File: src/rtl/sdram_test_master.sv
// Pattern write/read-verify client for the SDRAM controller request/acknowledge port.
// Optional per-transaction watchdog is compiled in with `define SDRAM_TEST_TIMEOUT_EN.
module sdram_test_master #(
  parameter int                    ADDR_WIDTH     = 24,
  parameter int                    DATA_WIDTH     = 16,
  parameter int                    ADDR_FIRST     = 0,
  parameter int                    ADDR_LAST      = 1023,
  parameter logic [DATA_WIDTH-1:0] SEED           = 'hA5C3,
  parameter int                    TIMEOUT_CYCLES = 2047
) (
  input  logic                  clk,
  input  logic                  reset,
  input  logic                  start,
  input  logic                  pat_inv,
  output logic                  busy,
  output logic                  done,
  output logic                  pass,
  output logic                  timeout,
  output logic [15:0]           err_cnt,
  output logic [ADDR_WIDTH-1:0] first_err_addr,
  output logic [DATA_WIDTH-1:0] first_err_data,
  output logic                  sdram_req,
  input  logic                  sdram_ack,
  output logic [ADDR_WIDTH-1:0] sdram_addr,
  output logic                  sdram_rh_wl,
  output logic [DATA_WIDTH-1:0] sdram_data_w,
  input  logic [DATA_WIDTH-1:0] sdram_data_r,
  input  logic                  sdram_data_r_en
);
  localparam logic [2:0] S_IDLE    = 3'd0;
  localparam logic [2:0] S_WR_REQ  = 3'd1;
  localparam logic [2:0] S_WR_HOLD = 3'd2;
  localparam logic [2:0] S_RD_REQ  = 3'd3;
  localparam logic [2:0] S_RD_WAIT = 3'd4;
  localparam logic [2:0] S_DONE    = 3'd5;

  localparam logic [ADDR_WIDTH-1:0] A_FIRST = ADDR_WIDTH'(ADDR_FIRST);
  localparam logic [ADDR_WIDTH-1:0] A_LAST  = ADDR_WIDTH'(ADDR_LAST);

  logic [2:0]            r_state;
  logic                  r_busy, r_done, r_pass, r_timeout, r_req, r_rh_wl, r_inv;
  logic [15:0]           r_err_cnt;
  logic [ADDR_WIDTH-1:0] r_addr, r_first_addr;
  logic [DATA_WIDTH-1:0] r_data_w, r_first_data;

  logic                  w_last, w_mismatch, w_tmo_fire;
  logic [ADDR_WIDTH-1:0] w_addr_inc;
  logic [15:0]           w_err_next;

  // Address bits above DATA_WIDTH are dropped by the cast.
  function automatic logic [DATA_WIDTH-1:0] f_pat(input logic [ADDR_WIDTH-1:0] a, input logic inv);
    logic [DATA_WIDTH-1:0] v;
    v = DATA_WIDTH'(a) ^ SEED;
    return inv ? ~v : v;
  endfunction

  assign w_last     = (r_addr == A_LAST);
  assign w_addr_inc = r_addr + ADDR_WIDTH'(1);
  assign w_mismatch = (r_state == S_RD_WAIT) && sdram_data_r_en && (sdram_data_r != f_pat(r_addr, r_inv));
  assign w_err_next = (w_mismatch && (r_err_cnt != 16'hFFFF)) ? r_err_cnt + 16'd1 : r_err_cnt;

`ifdef SDRAM_TEST_TIMEOUT_EN
  localparam int TW = $clog2(TIMEOUT_CYCLES + 1);
  logic [TW-1:0] r_tmo_cnt;
  logic          w_tmo_enter, w_tmo_active;

  assign w_tmo_enter  = ((r_state == S_IDLE) && start) || (r_state == S_WR_HOLD) ||
                        ((r_state == S_RD_WAIT) && sdram_data_r_en && !w_last);
  assign w_tmo_active = (r_state == S_WR_REQ) || (r_state == S_RD_REQ) || (r_state == S_RD_WAIT);
  assign w_tmo_fire   = w_tmo_active && (r_tmo_cnt == TW'(TIMEOUT_CYCLES));

  always_ff @(posedge clk or posedge reset) begin
    if (reset)             r_tmo_cnt <= '0;
    else if (w_tmo_enter)  r_tmo_cnt <= '0;
    else if (w_tmo_active) r_tmo_cnt <= r_tmo_cnt + TW'(1);
  end
`else
  // Watchdog compiled out: constant-false for any legal TIMEOUT_CYCLES.
  assign w_tmo_fire = (TIMEOUT_CYCLES < 0);
`endif

  always_ff @(posedge clk or posedge reset) begin
    if (reset) begin
      r_state      <= S_IDLE;
      r_busy       <= 1'b0;
      r_done       <= 1'b0;
      r_pass       <= 1'b0;
      r_timeout    <= 1'b0;
      r_req        <= 1'b0;
      r_rh_wl      <= 1'b0;
      r_inv        <= 1'b0;
      r_err_cnt    <= '0;
      r_addr       <= '0;
      r_first_addr <= '0;
      r_data_w     <= '0;
      r_first_data <= '0;
    end else begin
      r_done <= 1'b0;
      case (r_state)
        S_IDLE: begin
          if (start) begin
            r_state      <= S_WR_REQ;
            r_busy       <= 1'b1;
            r_req        <= 1'b1;
            r_rh_wl      <= 1'b0;
            r_inv        <= pat_inv;
            r_addr       <= A_FIRST;
            r_data_w     <= f_pat(A_FIRST, pat_inv);
            r_err_cnt    <= '0;
            r_first_addr <= '0;
            r_first_data <= '0;
            r_pass       <= 1'b0;
            r_timeout    <= 1'b0;
          end
        end
        S_WR_REQ, S_RD_REQ: begin
          if (sdram_ack) begin
            r_req   <= 1'b0;
            r_state <= (r_state == S_WR_REQ) ? S_WR_HOLD : S_RD_WAIT;
          end else if (w_tmo_fire) begin
            r_timeout <= 1'b1;
            r_req     <= 1'b0;
            r_done    <= 1'b1;
            r_busy    <= 1'b0;
            r_pass    <= 1'b0;
            r_state   <= S_DONE;
          end
        end
        S_WR_HOLD: begin
          r_req <= 1'b1;
          if (w_last) begin
            r_addr  <= A_FIRST;
            r_rh_wl <= 1'b1;
            r_state <= S_RD_REQ;
          end else begin
            r_addr   <= w_addr_inc;
            r_data_w <= f_pat(w_addr_inc, r_inv);
            r_state  <= S_WR_REQ;
          end
        end
        S_RD_WAIT: begin
          if (sdram_data_r_en) begin
            r_err_cnt <= w_err_next;
            // Saturation keeps err_cnt nonzero, so zero still means "no mismatch yet".
            if (w_mismatch && (r_err_cnt == 16'd0)) begin
              r_first_addr <= r_addr;
              r_first_data <= sdram_data_r;
            end
            if (w_last) begin
              r_done  <= 1'b1;
              r_busy  <= 1'b0;
              r_pass  <= (w_err_next == 16'd0);
              r_state <= S_DONE;
            end else begin
              r_addr  <= w_addr_inc;
              r_req   <= 1'b1;
              r_state <= S_RD_REQ;
            end
          end else if (w_tmo_fire) begin
            r_timeout <= 1'b1;
            r_done    <= 1'b1;
            r_busy    <= 1'b0;
            r_pass    <= 1'b0;
            r_state   <= S_DONE;
          end
        end
        S_DONE:  r_state <= S_IDLE;
        default: r_state <= S_IDLE;
      endcase
    end
  end

  assign busy           = r_busy;
  assign done           = r_done;
  assign pass           = r_pass;
  assign timeout        = r_timeout;
  assign err_cnt        = r_err_cnt;
  assign first_err_addr = r_first_addr;
  assign first_err_data = r_first_data;
  assign sdram_req      = r_req;
  assign sdram_addr     = r_addr;
  assign sdram_rh_wl    = r_rh_wl;
  assign sdram_data_w   = r_data_w;
endmodule

File: config.mk
export PLATFORM = sky130hd
export DESIGN_NAME = sdram_test_master
export DESIGN_NICKNAME = d
export VERILOG_FILES = /design/src/rtl/sdram_test_master.sv
export SDC_FILE = /design/constraint.sdc
export NUM_CORES = 1
export LEC_CHECK = 0
export ABC_AREA = 1
export CAP_MARGIN = 30
export CORE_ASPECT_RATIO = 1.1
export CORE_UTILIZATION = 45
export DETAILED_ROUTE_END_ITERATION = 8
export GPL_TIMING_DRIVEN = 0
export PLACE_DENSITY_LB_ADDON = 0.25
export SYNTH_ARGS = -nofsm -noshare
export SYNTH_HDL_FRONTEND = slang
export SYNTH_SLANG_ARGS = --single-unit
File: constraint.sdc
create_clock -name clk -period 10.1 [get_ports clk]
set_input_delay 2.02 -clock clk [delete_from_list [all_inputs] [get_ports clk]]
set_output_delay 2.02 -clock clk [all_outputs]
set_load 0.005 [all_outputs]
==> impl_results.md <==
- Antenna diodes: 0
- Layout area overhead: 29.13%
- Gp weighted congestion: 0.9228
- Vias post-DR: 5,788
- Initial DRC Count: 351
- Final setup violation count: 0
- Clk Latency, worst-skew pair: 0.35 ns
- Crit start category: input port
- MaxCap Viol Count: 0
- Largest net degree at the start of global routing: 62
- Final min period: 3.815 ns
- CTS hold repair buffers: 0
- Critical Path AT: 4.05 ns
- Routed WL: 17,290 um
- VDD IR max: 150.9 uV
- Seq/Total Area, Yosys: 0.4404
- First drt pass iteration count: 9
- Mapped Cells: 797
- P_leak: 0.003424 uW
- Io pins: 124
- Period utilization: 0.3777
- Switching pwr: 588.9 uW
- RSZ-0062 raised after global routing: no
- PostCTS Resize Cnt: 0
- Net Sw Frac: 0.3814
- Via-to-Cell Ratio: 5.296
- Setup TNS: 0 ns
- CTS tree: done
- Buffers added on ports: 122
- Layout cells sized above 1: 0.07479
- Post-Syn Area: 5966 sq um
- Global-route wire length before repair: 28,200 um
- P_int: 955.0 uW
- Cts bufs inserted: 9
- Max Freq: 262.2 MHz
- Post-route ant nets: 0
- Relative slew slack: 0.4970
- Final instance area: 7704 sq um
- Drc violations: 11
- Slew Limit Fails: 0
- Crit path capture type: register
- Worst path bufs/invs: 3
- Final hold violations: 0
- Violated checks: DRC
- Gr ovfl total: 0
- Synth Net Count: 822
- Sequential share of power: 0.355
- Number of global-route vias before repair: 5,604
- Crit path required time: 10.34 ns
- Commonest non-fill, non-tap cell in the layout: nand2_1
- Status: complete, but fails checks
- Synthesis Warnings: 0
- Min-Delay Path Class: register to register
- Post-synthesis average cell area: 7.485 sq um
- Commonest cells after routing, fill and taps aside: 233 x nand2_1, 122 x clkdlybuf4s50_1, 105 x dfrtp_1
- CP max stage cell: clkdlybuf4s50_1
- Comb pwr share: 0.422
- Placed instance area: 7413 sq um
- Setup bufs post-CTS: 0
- Nets: 956
- Yosys reg bits: 105
- Crit path top cell by count: nand2_1
- Clk slew on worst S/H paths: 0.07 ns
- Crit-path max cell delay: 0.51 ns
- Worst hold margin: 0.4880 ns
- Dpl hpwl: 13,120 um
- CTS Buffer Depth: 2
- Slew @ Worst Pin: 0.7545 ns
- Clock skew: 0.006085 ns
- Chip height: 122.8 um
- GRT Util Overall: 0.2623
- Power Density: 200.4 nW/um^2
- Core Util, Final: 0.6042
- Clock sinks: 105
- Post-synth cell types: 41
- Crit path max fanout: 10
- Initial Util: 0.4679
- Die W: 111.8 um
- Core area: 12,750 sq um
- CP Cell Sequence: clkdlybuf4s50_1 > inv_1 > nand3_1 > nand2_1 > nor2_1 > nand2_1 > nor2_1 > nand2_2 > nand3_4 > buf_4 > nand2_1 > nand2_1 > nor2_1 > nand3_1 > nor2_1 > nand2_1 > nand2_1
- CP Class: input port to register
- H-tree Lvls: 3
- Row count: 43
- Delay-heaviest family, CP: simple AND/OR/NAND/NOR gates
- Clock power share: 0.222
- Initial antenna violation count: 0
- Avg WL per Cell: 15.82 um
- CTS root buffer: clkbuf_16
- Die ar.: 13,720 sq um
## layout make-up
| class | count | area (sq um) |
|---|---|---|
| clock inverter | 5 | 37.54 |
| tap | 157 | 196.4 |
| buffer | 27 | 175.2 |
| inverter | 95 | 359.1 |
| clock buffer | 11 | 252.7 |
| fill | 1172 | 5047 |
| timing repair buffer | 123 | 1249 |
| sequential | 105 | 2628 |
| multi-input combinational | 570 | 2806 |
## sequential cells by signal, indices dropped and copies added (netlist names)
name and count:
done 1, sdram_data_w 16, pass 1, sdram_rh_wl 1
sdram_addr 24, busy 1, sdram_req 1, first_err_data 16
first_err_addr 24, r_inv 1, err_cnt 16, r_state 3
## kinds of logic after synthesis
kind of cell    count (synthesis)  synth area share
simple gates                  409            0.3035
compound gates                122            0.1086
buf+inv                       122           0.08914
flops                         105            0.4404
xor+xnor                       35           0.05139
fa+ha+maj                       3          0.006293
other cells                     1         0.0006286
## per-layer routing
| layer | part of all wire | vias up | wire length (um) | GRT usage |
|---|---|---|---|---|
| met5 | 0 | - | 0 | 0 |
| met4 | 0.020 | 0 | 352 | 0.09628 |
| met3 | 0.063 | 29 | 1085 | 0.04000 |
| met2 | 0.47 | 210 | 8126 | 0.4297 |
| met1 | 0.45 | 2705 | 7723 | 0.3535 |
| li1 | - | 2844 | - | - |
## synthesized netlist by cell type (all sizes together)
library cell	count	area share
a31oi	1	0.0010
o22ai	13	0.014
conb	1	0.00063
o31ai	1	0.0013
nand3	48	0.045
nor3	20	0.018
or3	1	0.0010
a211oi	2	0.0025
inv	94	0.059
xor2	32	0.047
nand4	21	0.023
dfrtp	105	0.44
or2	3	0.0031
a21oi	28	0.024
xnor2	3	0.0044
clkbuf	10	0.0063
ha	3	0.0063
o21ai	74	0.062
nand2	237	0.15
nor4	7	0.010
a22oi	1	0.0013
clkinv	1	0.00063
buf	17	0.023
o211ai	1	0.0013
o32ai	1	0.0015
nor2	72	0.051
## tightest hold or removal path: stages (launching register included)
cell and delay (ns):
dfrtp_1 0.35, nand2_1 0.05, o21ai_0 0.06
## power by group through the flow
| stage | logic (uW) | registers [uW] | clock network, uW |
|---|---|---|---|
| global placement | 636 | 556 | 0 |
| global route | 727 | 558 | 365 |
| floorplan | 377 | 552 | 0 |
| finish | 652 | 549 | 343 |
| CTS | 653 | 549 | 349 |
| detailed placement | 646 | 556 | 0 |
## per-stage QoR
stage	total power, uW	setup WS, ns	std cells
floorplan	929.1	5.319	797
global placement	1192	3.771	1076
detailed placement	1202	5.948	1077
CTS	1551	6.314	1093
global route	1651	6.024	1093
finish	1544	6.285	1093
## path summary, 6_finish.rpt
check                             startpoint                 to  slack, ns  cells past startpoint
setup / recovery            sdram_data_r[15]               pass       6.29                     17
hold / removal             first_err_addr[5]  first_err_addr[5]       0.49                      2
setup reg to reg               sdram_addr[0]     sdram_addr[15]       7.44                     14
hold reg to reg            first_err_addr[5]  first_err_addr[5]       0.49                      2
max in group asynchronous              reset      sdram_addr[5]       7.26                      3
min in group asynchronous              reset        err_cnt[15]       2.17                      2
(Power assumes the default switching activity.)
